### config.mk
export PLATFORM = sky130hd
export DESIGN_NAME = s3g_tx_arbiter
export DESIGN_NICKNAME = d
export VERILOG_FILES = /design/src/rtl/s3g_tx_arbiter.sv
export SDC_FILE = /design/constraint.sdc
export NUM_CORES = 1
export LEC_CHECK = 0
export BUFFER_PORTS_ARGS = -buffer_cell sky130_fd_sc_hd__buf_2
export CAP_MARGIN = 30
export CELL_PAD_IN_SITES_DETAIL_PLACEMENT = 1
export CELL_PAD_IN_SITES_GLOBAL_PLACEMENT = 1
export CORE_MARGIN = 3
export CORE_UTILIZATION = 45
export CTS_CLUSTER_SIZE = 14
export DETAILED_ROUTE_END_ITERATION = 10
export HOLD_SLACK_MARGIN = 0.12
export PLACE_DENSITY_LB_ADDON = 0.3
export RECOVER_POWER = 100
export SLEW_MARGIN = 10
export SYNTH_ARGS = -nofsm -noshare
export SYNTH_HDL_FRONTEND = slang
export SYNTH_SLANG_ARGS = --single-unit
### constraint.sdc
create_clock -name clk -period 3.8 [get_ports clk]
set_clock_uncertainty 0.2 [all_clocks]
set_input_delay 0 -clock clk [delete_from_list [all_inputs] [get_ports clk]]
set_output_delay 0 -clock clk [all_outputs]
set_load 0.05 [all_outputs]
### src/rtl/s3g_tx_arbiter.sv
// Two-port round-robin front end for the s3g_tx packet sender: each requester
// has a one-deep holding slot, and the shared output buffer is held until the sender is done.
module s3g_tx_arbiter #(
    parameter int MAX_LEN       = 16,
    parameter int START_TIMEOUT = 8
) (
    input  logic         clk,
    input  logic         rst,
    input  logic         req0_wr,
    input  logic [7:0]   req0_len,
    input  logic [127:0] req0_buf,
    output logic         req0_busy,
    output logic         req0_done,
    output logic         req0_err,
    input  logic         req1_wr,
    input  logic [7:0]   req1_len,
    input  logic [127:0] req1_buf,
    output logic         req1_busy,
    output logic         req1_done,
    output logic         req1_err,
    input  logic         tx_busy,
    output logic         tx_packet_wr,
    output logic [7:0]   tx_payload_len,
    output logic [127:0] tx_buf
);

    localparam int TW = $clog2(START_TIMEOUT + 1);

    typedef enum logic [1:0] {
        ST_IDLE,
        ST_ISSUE,
        ST_WAIT_START,
        ST_WAIT_DONE
    } state_t;

    state_t         state_reg;
    logic           rr_last_reg;
    logic           grant_reg;
    logic           grant_next;
    logic [TW-1:0]  timer_reg;
    logic           tx_packet_wr_reg;
    logic [7:0]     tx_len_reg;
    logic [127:0]   tx_buf_reg;
    logic           start_expired;
    logic           release_now;

    logic [1:0]     req_wr;
    logic [7:0]     req_len [2];
    logic [127:0]   req_buf [2];
    logic [1:0]     slot_valid;
    logic [1:0]     slot_done;
    logic [1:0]     slot_err;
    logic [7:0]     slot_len [2];
    logic [127:0]   slot_buf [2];

    assign req_wr     = {req1_wr, req0_wr};
    assign req_len[0] = req0_len;
    assign req_len[1] = req1_len;
    assign req_buf[0] = req0_buf;
    assign req_buf[1] = req1_buf;

    // A sender that never raises tx_busy is treated as having finished the packet.
    assign start_expired = (timer_reg == TW'(START_TIMEOUT - 1));
    assign release_now   = ((state_reg == ST_WAIT_DONE) && !tx_busy) ||
                           ((state_reg == ST_WAIT_START) && !tx_busy && start_expired);

    genvar gi;
    generate
        for (gi = 0; gi < 2; gi++) begin : g_slot
            logic         valid_reg;
            logic         done_reg;
            logic         err_reg;
            logic [7:0]   len_reg;
            logic [127:0] data_reg;
            logic         oversize;
            logic         accept;
            logic         release_mine;

            assign oversize     = (req_len[gi] > 8'(MAX_LEN));
            assign accept       = req_wr[gi] && !valid_reg && !oversize;
            assign release_mine = release_now && (int'(grant_reg) == gi);

            always_ff @(posedge clk) begin
                if (rst) begin
                    valid_reg <= 1'b0;
                    done_reg  <= 1'b0;
                    err_reg   <= 1'b0;
                    len_reg   <= '0;
                    data_reg  <= '0;
                end else begin
                    done_reg <= release_mine;
                    err_reg  <= req_wr[gi] && (valid_reg || oversize);
                    if (release_mine) begin
                        valid_reg <= 1'b0;
                    end else if (accept) begin
                        valid_reg <= 1'b1;
                        len_reg   <= req_len[gi];
                        data_reg  <= req_buf[gi];
                    end
                end
            end

            assign slot_valid[gi] = valid_reg;
            assign slot_done[gi]  = done_reg;
            assign slot_err[gi]   = err_reg;
            assign slot_len[gi]   = len_reg;
            assign slot_buf[gi]   = data_reg;
        end
    endgenerate

    // On a tie the port that was not served last goes next.
    always_comb begin
        grant_next = 1'b0;
        if (slot_valid[0] && slot_valid[1]) begin
            grant_next = ~rr_last_reg;
        end else begin
            grant_next = ~slot_valid[0];
        end
    end

    always_ff @(posedge clk) begin
        if (rst) begin
            state_reg        <= ST_IDLE;
            rr_last_reg      <= 1'b1;
            grant_reg        <= 1'b0;
            timer_reg        <= '0;
            tx_packet_wr_reg <= 1'b0;
            tx_len_reg       <= '0;
            tx_buf_reg       <= '0;
        end else begin
            tx_packet_wr_reg <= 1'b0;
            case (state_reg)
                ST_IDLE: begin
                    if ((|slot_valid) && !tx_busy) begin
                        grant_reg        <= grant_next;
                        rr_last_reg      <= grant_next;
                        tx_len_reg       <= slot_len[grant_next];
                        tx_buf_reg       <= slot_buf[grant_next];
                        tx_packet_wr_reg <= 1'b1;
                        state_reg        <= ST_ISSUE;
                    end
                end
                ST_ISSUE: begin
                    timer_reg <= '0;
                    state_reg <= ST_WAIT_START;
                end
                ST_WAIT_START: begin
                    if (tx_busy) begin
                        state_reg <= ST_WAIT_DONE;
                    end else if (start_expired) begin
                        state_reg <= ST_IDLE;
                    end else begin
                        timer_reg <= timer_reg + 1'b1;
                    end
                end
                ST_WAIT_DONE: begin
                    if (!tx_busy) begin
                        state_reg <= ST_IDLE;
                    end
                end
                default: state_reg <= ST_IDLE;
            endcase
        end
    end

    assign req0_busy      = slot_valid[0];
    assign req1_busy      = slot_valid[1];
    assign req0_done      = slot_done[0];
    assign req1_done      = slot_done[1];
    assign req0_err       = slot_err[0];
    assign req1_err       = slot_err[1];
    assign tx_packet_wr   = tx_packet_wr_reg;
    assign tx_payload_len = tx_len_reg;
    assign tx_buf         = tx_buf_reg;

endmodule

==> results of run 1 <==
-- kinds of logic after synthesis --
family | after synthesis | synth area share [%]
compound gates | 159 | 6.478
mux | 402 | 21.75
flops | 423 | 45.76
fa+ha+maj | 1 | 0.06761
buf+inv | 160 | 4.111
simple gates | 703 | 21.83
-- per-stage QoR --
stage                     hold slack, ns  instance area [um^2]
after global placement           0.03903                 20830
after floorplan                 -0.08189                 18500
after detailed placement         0.06289                 20830
-- synth_stat cells (all sizes together) --
cell     number  area share [%]
a2111oi       1           0.081
a211oi      140             5.7
a21boi        1           0.041
a21oi         5            0.14
a221oi        2           0.095
a22oi         1           0.041
a311oi        1           0.047
a31oi         2           0.068
and2          1           0.034
and3          1           0.034
buf          45             1.8
clkbuf      108             2.2
dfxtp       423              46
ha            1           0.068
inv           7            0.14
mux2i       402              22
nand2         3           0.061
nand2b      532              18
nand3         2           0.054
nand3b        1           0.041
nand4         1           0.034
nand4b        1           0.047
nor2        143             2.9
nor2b         1           0.034
nor3          5            0.14
nor3b         9            0.37
nor4          2           0.068
o21ai         2           0.054
o21bai        1           0.041
o22ai         1           0.034
o41ai         2            0.14
or4           1           0.041
==> qor.csv, run 1 <==
metric,value,unit
status,did not finish,
last flow stage reached,4_1_cts,
First Error,[ERROR RSZ-0060] Max buffer count reached.,
Ys Warns,0,
cts repair resizes,0,
sequential area share after synthesis,45.76,%
CTS Sinks,423,
I/O pins,420,
"Avg Cell Area, Syn",10.01,um^2
die width,208.8,um
Num CTS Buffers,46,
Post-Place Cells,2658,
#FFs+latches synth,423,
clk root buf,clkbuf_16,
Max clock buf depth,3,
Post-Place Worst Slack,0.7679,ns
FP Rows,73,
Port Buffer Count,419,
Post-Syn Nets,2126,
die height,208.8,um
RD Place Congestion,0.7791,
post-synthesis cell type count,38,
Netlist Area Pre-Place,18500,um^2
initial core utilization,46.04,%
H-tree levels,2,
detailed placer's ending HPWL,33770,um
Mapped Cells,1848,
"Setup Fix Bufs, Post-CTS",0,
# hold bufs at CTS,552,
==> run 2, diff against run 1 <==
==> config.mk (replaced) <==
export PLATFORM = sky130hd
export DESIGN_NAME = s3g_tx_arbiter
export DESIGN_NICKNAME = d
export VERILOG_FILES = /design/src/rtl/s3g_tx_arbiter.sv
export SDC_FILE = /design/constraint.sdc
export NUM_CORES = 1
export LEC_CHECK = 0
export BUFFER_PORTS_ARGS = -buffer_cell sky130_fd_sc_hd__buf_2
export CAP_MARGIN = 30
export CORE_MARGIN = 3
export CORE_UTILIZATION = 40
export DETAILED_ROUTE_END_ITERATION = 10
export PLACE_DENSITY_LB_ADDON = 0.15
export RECOVER_POWER = 100
export SLEW_MARGIN = 10
export SYNTH_ARGS = -nofsm -noshare
export SYNTH_HDL_FRONTEND = slang
export SYNTH_SLANG_ARGS = --single-unit
==> qor.csv, run 2 <==
metric,value,unit,change
status,"complete, but fails checks",,was did not finish
failing checks,"max-capacitance violations, max-slew violations",,
clk root buf,clkbuf_16,,unchanged
crit-path max FO,50,,
switch share,24.06,%,
number of routed nets with antenna violations,0,,
"Top FF cell, synth",dfxtp_1,,unchanged
Rel. slew slack,-39.38,%,
minimum clock period,3.411,ns,
largest net degree at the start of global routing,181,,
total routed wirelength,53980,um,
DRT Pass-1 Iters,5,,
post-synthesis cell type count,38,,unchanged
Critical Path AT,3.59,ns,
clock insertion delay at the later pin of the skew report,0.57,ns,
Layout Nets,2941,,
Yosys top cell area share,45.76,%,unchanged
top-count cell post-synth,nand2b_1,,unchanged
core footprint,45580,um^2,
RSZ-0062 raised after global routing,false,,
CTS clock-pin slew for the worst setup and hold paths,0.06,ns,
Post-Place Worst Slack,1.075,ns,was 0.7679 ns
Synth async-reset ratio,0,%,unchanged
"delay-heaviest family, CP",buffers and inverters,,
PD cells,380.5,nW/um^2,
vias in the first global route,16230,,
first-pass GRT wire length,87690,um,
Area Growth Syn to Fin,46.79,%,
Area after DPL,20990,um^2,was 20830 um^2
Post-Place Cells,2731,,was 2658
initial DRC count,752,,
CP Class,input pin to flop,,
Reg power frac,44.3,%,
Setup-failing EPs final,0,,
Worst setup startpoint,req0_len[6],,
die width,221.1,um,was 208.8 um
type of the tightest min-delay check,input pin to flop,,
Post-Syn Nets,2126,,unchanged
Final period util,89.77,%,
FMAX,293.2,MHz,
CTS tree,done,,
reg-to-reg startpoint,req1_busy,,
commonest cells in the netlist,"532 x nand2b_1, 423 x dfxtp_1, 402 x mux2i_1, 143 x nor2_1, 139 x a211oi_1",,unchanged
global route overflow,0,,
Max Cap Violations,2,,
Worst Setup Start Kind,input pin,,
drt wl/cell,16.33,um,
final std cells w/o fill,3306,,
"Largest stage delay, worst path",1.32,ns,
"EDFF count, synth",0,,unchanged
CTS Sinks,423,,unchanged
vias,15670,,
"Avg Cell Area, Syn",10.01,um^2,unchanged
Via density,4.739,,
RD Place Congestion,0.7861,,was 0.7791
cts repair resizes,0,,unchanged
Netlist Area Pre-Place,18500,um^2,unchanged
final setup margin,0.3888,ns,
"area leader, netlist",dfxtp_1,,unchanged
Setup TNS,0,ns,
Largest register FFs,256,,
total track usage,21.60,%,
FP Rows,78,,was 73
Synth area leaders,"dfxtp_1 46%, mux2i_1 22%, nand2b_1 18%, a211oi_1 5.6%, nor2_1 2.9%",,unchanged
detailed placer's ending HPWL,31850,um,was 33770 um
"commonest non-fill, non-tap cell in the layout",nand2b_1,,
I/O pins,420,,unchanged
DIE AREA,48880,um^2,
Clock power frac,44.2,%,
cell breakdown of the critical path,dlygate4sd3_1 > buf_2 > nor3_1 > dlygate4sd3_1 > nand3_1 > a211oi_4 > buf_2 > mux2i_1,,
die height,221.1,um,was 208.8 um
Num CTS Buffers,48,,was 46
hold slack final,0.03556,ns,
sequential area share after synthesis,45.76,%,unchanged
initial antenna violation count,8,,
#FFs+latches synth,423,,unchanged
initial core utilization,40.60,%,was 46.04%
hold_sp,req0_buf[67],,
Port Buffer Count,419,,unchanged
Filler Cell Count,3887,,
Ys Warns,0,,unchanged
"Slowest-stage cell, CP",buf_2,,
post-route cell area,27160,um^2,
Fin. Hold Viols,0,,
Worst Setup End Kind,flop,,
leak pwr,10.91,nW,
Mapped Cells,1848,,unchanged
Int Pwr,0.007848,W,
Worst Path Buf+Inv,4,,
share of cells above drive strength 1,13.71,%,
Max clock buf depth,3,,unchanged
Post-route DRC,0,,
most frequent cells in the layout,"532 x nand2b_1, 482 x dlygate4sd3_1, 423 x dfxtp_1",,
Psw,0.002486,W,
worst endpoint required time,3.98,ns,
Max Slew Vio Count,62,,
Worst-Margin Slew,2.077,ns,
combinational share of power,11.5,%,
"Setup Fix Bufs, Post-CTS",0,,unchanged
VDD IR max,0.0003208,V,
H-tree levels,2,,unchanged
## run 2: cell counts after synthesis
Identical to the previous run, type by type.
## run 2: path summary, 6_finish.rpt
kind | end | slack, ns | cells after the start
setup / recovery | g_slot[0].data_reg[45] | 0.39 | 8
hold / removal | g_slot[0].data_reg[67] | 0.04 | 4
setup reg to reg | tx_payload_len[7] | 0.39 | 5
hold reg to reg | g_slot[1].data_reg[112] | 0.27 | 2
## run 2: tightest hold or removal path: stages
cell and delay, ns:
dlygate4sd3_1 0.53, buf_2 0.12, nand2b_1 0.06, mux2i_1 0.06
## run 2: power groups by stage
stage | clock, W | sequential [W] | combinational, W
6_report | 0.00457 | 0.00457 | 0.00119
3_3_place_gp | 0 | 0.00467 | 0.000870
3_5_place_dp | 0 | 0.00467 | 0.000878
2_1_floorplan | 0 | 0.00483 | 0.000412
5_1_grt | 0.00486 | 0.00458 | 0.00128
4_1_cts | 0.00470 | 0.00457 | 0.00120
## run 2: metal layers
layer	vias up	track usage [%]	share of wire [%]
li1	7906	-	-
met1	7373	27.68	45
met2	297	36.63	48
met3	88	4.365	4.3
met4	4	6.834	2.5
met5	-	0	0.050
## run 2: kinds of logic (layout without fill, tap and decap cells)
family	Yosys count	after routing	synth area share (%)
other	0	7	0
adder cells (fa/ha/maj)	1	1	0.06761
multiplexers	402	402	21.75
AND/OR/NAND/NOR	703	703	21.83
buffers and inverters	160	1011	4.111
flip-flops	423	423	45.76
AO/OA/AOI/OAI	159	159	6.478
## run 2: timing repair
item / CTS / global route
hold buffers: 482 / 0
endpoints found under the setup margin: 0 / 0
hold endpoints to repair: 344 / 0
## run 2: per-stage QoR
stage                     util (%)  power (W)
final                        59.60    0.01033
after global routing         59.60    0.01073
after CTS                    60.04    0.01047
after detailed placement     46.04   0.005547
after global placement       46.04   0.005536
after floorplan                  -   0.005237
## run 2: cell type report
type	count	area (um^2)	share of cell area, %
flip-flops and latches	423	8468	31.18
clock buffers	77	1471	5.417
inverters	7	26.28	0.09673
multi-input cells	1265	9306	34.26
well taps	600	750.7	2.764
diodes	7	17.52	0.06449
repair buffers	918	7038	25.91
clock inverters	9	83.83	0.3086
Power figures use the tool's default switching activity.
